--- src/rtl/output_channel.sv ---
// Per-link output stage: round-robin arbitration over the input channels,
// wormhole link hold until the tailer passes, registered flit forwarding.
module output_channel #(
  parameter int NPORT = 5,
  parameter int DW    = 32
) (
  input  logic                router_clk,
  input  logic                reset,
  input  logic [NPORT-1:0]    req_in,
  input  logic [NPORT-1:0]    valid_in,
  input  logic [NPORT*DW-1:0] data_in,
  input  logic                full_down,
  output logic [NPORT-1:0]    gnt,
  output logic [NPORT-1:0]    rd,
  output logic [DW-1:0]       data_out,
  output logic                out_val,
  output logic                busy,
  output logic [2:0]          owner,
  output logic [7:0]          pkt_count
);

  typedef enum logic [1:0] {IDLE, GRANT, XFER} state_t;

  state_t      state, state_n;
  logic [2:0]  owner_q;
  logic [2:0]  ptr;
  logic [2:0]  win;
  logic [2:0]  ptr_next;
  logic        any_req;
  logic        xfer;
  logic        is_tail;
  logic [DW-1:0] flit;
  int unsigned k;

  assign flit    = data_in[int'(owner_q)*DW +: DW];
  assign is_tail = (flit[30:29] == 2'b10);
  assign any_req = |req_in;
  assign busy    = (state != IDLE);
  assign owner   = busy ? owner_q : '0;
  assign ptr_next = (owner_q == 3'(NPORT-1)) ? '0 : owner_q + 3'd1;

  // Scan from the farthest offset down to ptr so the nearest requester wins.
  always_comb begin
    win = ptr;
    k   = 0;
    for (int unsigned i = NPORT; i > 0; i--) begin
      k = 32'(ptr) + i - 1;
      if (k >= NPORT) k = k - NPORT;
      if (req_in[k[2:0]]) win = k[2:0];
    end
  end

  always_ff @(posedge router_clk) begin
    if (reset) state <= IDLE;
    else       state <= state_n;
  end

  always_comb begin
    state_n = state;
    gnt     = '0;
    rd      = '0;
    xfer    = 1'b0;
    case (state)
      IDLE: begin
        if (any_req) state_n = GRANT;
      end
      GRANT: begin
        gnt[owner_q] = 1'b1;
        state_n      = XFER;
      end
      XFER: begin
        xfer = valid_in[owner_q] && !full_down;
        if (xfer) begin
          rd[owner_q] = 1'b1;
          if (is_tail) state_n = IDLE;
        end
      end
      default: state_n = IDLE;
    endcase
  end

  always_ff @(posedge router_clk) begin
    if (reset) begin
      owner_q   <= '0;
      ptr       <= '0;
      data_out  <= '0;
      out_val   <= 1'b0;
      pkt_count <= '0;
    end else begin
      out_val <= xfer;
      if (xfer) data_out <= flit;
      if (state == IDLE && any_req) owner_q <= win;
      if (state == GRANT) ptr <= ptr_next;
      if (xfer && is_tail) pkt_count <= pkt_count + 8'd1;
    end
  end

endmodule

--- config.mk ---
export PLATFORM = sky130hd
export DESIGN_NAME = output_channel
export DESIGN_NICKNAME = d
export VERILOG_FILES = /design/src/rtl/output_channel.sv
export SDC_FILE = /design/constraint.sdc
export NUM_CORES = 1
export LEC_CHECK = 0
export ABC_AREA = 1
export BUFFER_PORTS_ARGS = -buffer_cell sky130_fd_sc_hd__clkbuf_2
export CAP_MARGIN = 20
export CORE_ASPECT_RATIO = 1.2
export CORE_UTILIZATION = 38
export CTS_BUF_LIST = sky130_fd_sc_hd__clkbuf_8 sky130_fd_sc_hd__clkbuf_16
export CTS_CLUSTER_DIAMETER = 200
export CTS_CLUSTER_SIZE = 8
export DETAILED_ROUTE_END_ITERATION = 8
export PLACE_DENSITY = 0.82
export SETUP_SLACK_MARGIN = 0.05
export SLEW_MARGIN = 10
export SYNTH_ARGS = -nofsm -noshare
export SYNTH_HDL_FRONTEND = slang
export SYNTH_SLANG_ARGS = --single-unit
--- constraint.sdc ---
create_clock -name router_clk -period 2.7 [get_ports router_clk]
set_input_delay 0.135 -clock router_clk [delete_from_list [all_inputs] [get_ports router_clk]]
set_output_delay 0.135 -clock router_clk [all_outputs]
set_load 0.01 [all_outputs]
# Word level (Yosys, flattened, before mapping)
# Index checks and enable logic that the tools add are counted.
classes:
  n_addsub: 17
  n_lt_le_gt_ge: 12
  n_eq_ne: 7
  n_shift: 1
  n_mux: 34
  reduce_logical: 9
op_table:
  columns: ["cell", "count"]
  rows:
  - [">= comparator 32 x 3 -> 1 bit (second input constant)", 5]
  - ["indexed part select 160 x 9 -> 32 bit", 1]
  - ["2-to-1 mux 3 bit", 12]
  - ["subtractor 4 x 1 -> 5 bit (second input constant)", 5]
  - ["less-than comparator 3 x 4 -> 1 bit (second input constant)", 6]
  - ["binary-select mux 1 bit (select 3 bit)", 6]
  - ["2-to-1 mux 5 bit", 3]
  - ["subtractor 3 bit (second input constant)", 5]
  - ["adder 3 x 2 -> 4 bit (second input constant)", 2]
  - ["adder 3 x 3 -> 4 bit (second input constant)", 2]
  - ["adder 8 x 1 -> 8 bit (second input constant)", 1]
  - ["2-to-1 mux 1 bit", 8]
  - ["2-to-1 mux 2 bit", 3]
  - ["inequality test 2 bit (second input constant)", 3]
  - ["one-hot mux 2 bit (3 select lines)", 1]
  - ["OR reduction 5 bit", 1]
  - ["adder 3 x 1 -> 4 bit (second input constant)", 1]
  - ["equality test 2 bit (second input constant)", 2]
  - ["logical AND 1 bit", 4]
  - ["adder 3 x 1 -> 3 bit (second input constant)", 1]
  - ["demux 1 bit (select 3 bit)", 1]
  - ["equality test 3 bit (second input constant)", 1]
  - [">= comparator 3 x 1 -> 1 bit (second input constant)", 1]
  - ["AND reduction 3 bit", 1]
  - ["other kinds (4)", 4]
totals:
  regBits: 49
  inputBits: 173
  out_inout_bits: 55
  elab_cells: 86

# Longest topological paths before layout
logic_depth:
  ltp_word: 11
  ltp_mapped: 20
  mapped_depth_nobuf: 20

# Worst setup path before layout
# Ideal clock, no wire load.
synth_path:
  kind: "register to register"
  from: "register ptr[0]"
  to: "register owner_q[0]"
  setup_ps: 71
  arrival_ps: 2449
  required_ps: 2629
  path_slack_ps: 181
  path_stages_with_launch: 19
  path_buffers: 0
  synth_period_minus_slack_ps: 2519
  cell_sequence: "dfxtp_1 > clkinv_1 > ha_1 > ha_1 > nand2_1 > nand3_1 > nand2_1 > nand2_1 > nand3_1 > nand2_1 > nand2_1 > nand2_1 > nand2_1 > nand2_1 > o21bai_1 > nand2_1 > nand2_1 > nand2_1 > a21oi_1"
synth_via:
  elab_chain_len: 11
  word_cells_on_any_way: 40
  classes_between: "add/sub (15); order compare (5); mux (20)"
synth_lines:
  columns: ["item", "line", "source"]
  rows:
  - ["start: declaration", "26", "logic [2:0] ptr;"]
  - ["start signal: assignment", "93", "if (state == GRANT) ptr <= ptr_next;"]
  - ["adder 3 x 3 -> 4 bit", "47", "k = 32'(ptr) + i - 1;"]
  - ["subtractor 4 x 1 -> 5 bit", "47", null]
  - [">= comparator 32 x 3 -> 1 bit / subtractor 3 bit (equally long branches)", "48", "if (k >= NPORT) k = k - NPORT;"]
  - ["2-to-1 mux 3 bit", "48", null]
  - ["binary-select mux 1 bit (select 3 bit)", "49", "if (req_in[k[2:0]]) win = k[2:0];"]
  - ["2-to-1 mux 1 bit (implied by the code)", "49", null]
  - ["2-to-1 mux 3 bit (4 in a row)", "49", null]
  - ["2-to-1 mux 3 bit *", "49", null]
  - ["end signal: assignment", "92", "if (state == IDLE && any_req) owner_q <= win;"]
  - ["end: declaration", "25", "logic [2:0] owner_q;"]
# Mark *: on every way between the ends. The rest lies on a longest branch, timed or not. The select of a mux whose other input is x is not followed.
# A chain may end at the register's enable or synchronous reset.

# Worst setup path after layout
# Ends and elaborated chain as after synthesis.

==> out/metrics.cfg <==
[outcome]
outcome=finished clean

[routing]
dr.first_iter.drc_count=298
met3WireLength_mm=1.43
drt-met1-wl_mm=5.99
vias=4960
met2_wire_length_mm=6.93
drt_first_pass_iters=5
vias_per_cell=5.31
maxUsedRoutingLayer=met4
drtAntennaViolNets=0
remaining_drc_errors=0
wl_per_cell_um=15.8
routed_wirelength_mm=14.8

[synth]
synth_seq_cells=49
synth-main-ff-cell=sky130_fd_sc_hd__dfxtp_1
synthDominantAreaCellType=sky130_fd_sc_hd__dfxtp_1
synthesis.area_per_instance_um2=6.40
number_of_enable_type_register_cells_in_the_synthesized_netlist=0
yosysTopAreaCellShare_pct=26.0
synth.yosys.seq_area_share_pct=26.0
synthesis.nets=775
synth-warning-count=0
ys_top_cells_by_area=sky130_fd_sc_hd__dfxtp_1 (26%), sky130_fd_sc_hd__nand2_1 (16%), sky130_fd_sc_hd__a21oi_1 (7.4%), sky130_fd_sc_hd__nand3_1 (7.3%), sky130_fd_sc_hd__o21ai_0 (6.6%)
post_synth_instance_area_um2=3770
synth.lib_cells_used.distinct=45
synth_async_sr_flop_share_pct=0
postSynthCellCount=588

[clock_tree]
worstSkewPairLatency_ns=0.29
cts_tree=built
numCtsBuffers=5
cts-htree-levels=2
cts.reportedPaths.clkPinSlew_ns=0.07
clock_sinks=49
clockRootBuffer=sky130_fd_sc_hd__clkbuf_16
clockBufferDepth=2

[worst_setup_path]
largest_fanout_of_any_net_on_the_critical_path=5
critical_path.top_delay_family=compound AO/OA/AOI/OAI gates
worstSetupEndpointType=flop
crit_path_top_delay_cell=sky130_fd_sc_hd__fa_1
crit_path_frequent_cell=sky130_fd_sc_hd__nand2_1
slowest_stage_delay_on_critical_path_ns=0.39
critical_path.n_buffers_inverters=3
cp_cell_sequence=inv_2 > ha_1 > inv_1 > fa_1 > o21bai_4 > o21ai_1 > inv_1 > nand3_1 > nand2_1 > a21boi_1 > nand2_1 > o21bai_1 > nand2_1 > nand2_1 > nand2_1 > a21oi_1
cp_data_arrival_time_ns=2.66
worst_path_class_setup=reg -> reg
critical_path.startpoint_type=flop
worstPathRequired_ns=2.91

[sta]
timing.max_slew.rel_slack_pct=69.4
report.final.setup_viol=0
hold_viol_final=0
period_needed_ns=2.45
minimum_setup_slack_in_the_final_design_ns=0.248
worst-slew-pin-transition_ns=0.454
final.period_utilization_pct=90.8
skew_ns=0.00801
totalNegativeSetupSlack_ns=0
slew_viol_final=0
grt_setup_unrepaired=no
max_freq_mhz=408

[hold_path]
hp-class=in -> reg

[floorplan]
floorplan.die.height_um=111
die-area_um2=10300
fp.coreArea_um2=9560
top_level_ports=228
std_cell_rows=39
die_w_um=92.9
floorplan.initialDensity_pct=39.4

[power]
internal_mw=1.70
sequentialPowerShare_pct=27.3
clk_pwr_share_pct=20.9
power.share.switching_pct=42.7
pwr_density_cell_nw_per_um2=568
combinationalPowerShare_pct=51.8
total_leakage_power_nw=2.74
ir_drop_v=0.000325
switching_power_mw=1.27

[global_routing]
grt_first_pass_wirelength_mm=23.1
grt_start_max_net_pins=37
grt_use_total_pct=28.4
grt_remaining_overflow=0
grt_pass1_vias=4690
antenna_found_initial=0

[placed_design]
pre_cts_setup_slack_ns=0.127
hpwlAfterDp_mm=11.9
globalplace.congestion=0.922
placement.io_buffers=227

[final_layout]
most_used_cells_in_the_layout_excluding_fill_and_tap_cells=sky130_fd_sc_hd__clkbuf_2 (227), sky130_fd_sc_hd__nand2_1 (157), sky130_fd_sc_hd__a21oi_1 (56)
final_net_count=997
most_common_library_cell_in_the_layout_ignoring_fill_and_taps=sky130_fd_sc_hd__clkbuf_2
synthToLayoutAreaGrowth_pct=38.7
final_layout_size_suffix_gt1_share_pct=34.6
antennaDiodeCount=0

[job]
max_cap_violations=0

## area by class of cell
class / instances / area (µm²)
fill: 1010 / 4340
multi-input combinational: 458 / 2470
timing repair buffer: 243 / 1260
sequential: 49 / 983
inverter: 52 / 203
tap: 123 / 154
clock buffer: 5 / 125
clock inverter: 3 / 17.5
timing repair inverter: 1 / 5.00
## metrics by stage
stage | utilization [%] | area, µm² | std cells | hold slack, ns | total power [mW]
2_1_floorplan | - | 3770 | 588 | 0.324 | 1.85
3_5_place_dp | 52.7 | 5040 | 923 | 0.423 | 2.33
5_1_grt | 54.6 | 5230 | 934 | 0.138 | 3.19
4_1_cts | 54.2 | 5180 | 931 | 0.126 | 2.95
3_3_place_gp | 52.7 | 5040 | 923 | 0.412 | 2.32
6_report | 54.6 | 5230 | 934 | 0.129 | 2.97
## cells by family (layout without fill, tap and decap cells)
logic type | Yosys count | count (layout) | synth area share, %
simple gates | 270 | 270 | 31.4
compound gates | 167 | 167 | 27.2
buf+inv | 81 | 304 | 8.50
flops | 49 | 49 | 26.0
fa+ha+maj | 14 | 14 | 4.85
xor+xnor | 7 | 7 | 2.03
## registers in the layout, indices dropped and copies added (netlist names)
name       cells
owner_q        3
data_out      32
state          2
ptr            3
pkt_count      8
out_val        1
## synth_stat cells, types with 2 or more instances
cell type	instances
sky130_fd_sc_hd__a21oi_1	56
sky130_fd_sc_hd__a221oi_1	6
sky130_fd_sc_hd__a22o_1	12
sky130_fd_sc_hd__a22oi_1	21
sky130_fd_sc_hd__a31oi_1	7
sky130_fd_sc_hd__buf_1	3
sky130_fd_sc_hd__buf_2	3
sky130_fd_sc_hd__clkbuf_1	20
sky130_fd_sc_hd__clkinv_1	2
sky130_fd_sc_hd__dfxtp_1	49
sky130_fd_sc_hd__ha_1	13
sky130_fd_sc_hd__inv_1	43
sky130_fd_sc_hd__inv_2	7
sky130_fd_sc_hd__nand2_1	158
sky130_fd_sc_hd__nand3_1	55
sky130_fd_sc_hd__nand3_2	3
sky130_fd_sc_hd__nand3b_1	3
sky130_fd_sc_hd__nand4_1	7
sky130_fd_sc_hd__nor2_1	32
sky130_fd_sc_hd__nor3_1	5
sky130_fd_sc_hd__nor3b_2	2
sky130_fd_sc_hd__o211ai_1	2
sky130_fd_sc_hd__o21ai_0	50
sky130_fd_sc_hd__o21ai_1	3
sky130_fd_sc_hd__o21bai_1	2
sky130_fd_sc_hd__xor2_1	4
sky130_fd_sc_hd__xor2_2	2
## path summary, 6_finish.rpt
kind	start	endpoint	slack (ns)	depth (start not counted)
hold reg to reg	data_out[16]	data_out[16]	0.46	2
setup / recovery	ptr[0]	owner_q[0]	0.25	16
setup reg to reg	ptr[0]	owner_q[0]	0.25	16
hold / removal	data_in[11]	data_out[11]	0.13	3
## routing by layer
layer | track usage, % | up-vias
met2 | 46.7 | 248
li1 | - | 2453
met1 | 35.0 | 2222
met5 | 0 | -
met3 | 7.41 | 37
met4 | 11.2 | 0
## power groups by stage
| stage | logic, mW | clock network [mW] | registers, mW |
|---|---|---|---|
| 2_1_floorplan | 1.02 | 0 | 0.833 |
| 3_3_place_gp | 1.50 | 0 | 0.822 |
| 3_5_place_dp | 1.50 | 0 | 0.824 |
| 4_1_cts | 1.51 | 0.627 | 0.808 |
| 5_1_grt | 1.72 | 0.649 | 0.816 |
| 6_report | 1.54 | 0.620 | 0.811 |
## tightest hold or removal path, delay by kind of cell
family	cells	cell delay, ns
compound gates	2	0.17
buf+inv	1	0.07
## what timing repair did
action,CTS,global route
cloned,0,1
setup buffers,0,2
resized for setup,1,10
endpoints found under the setup margin,5,8
hold buffers,0,0
Power figures use the tool's default switching activity.
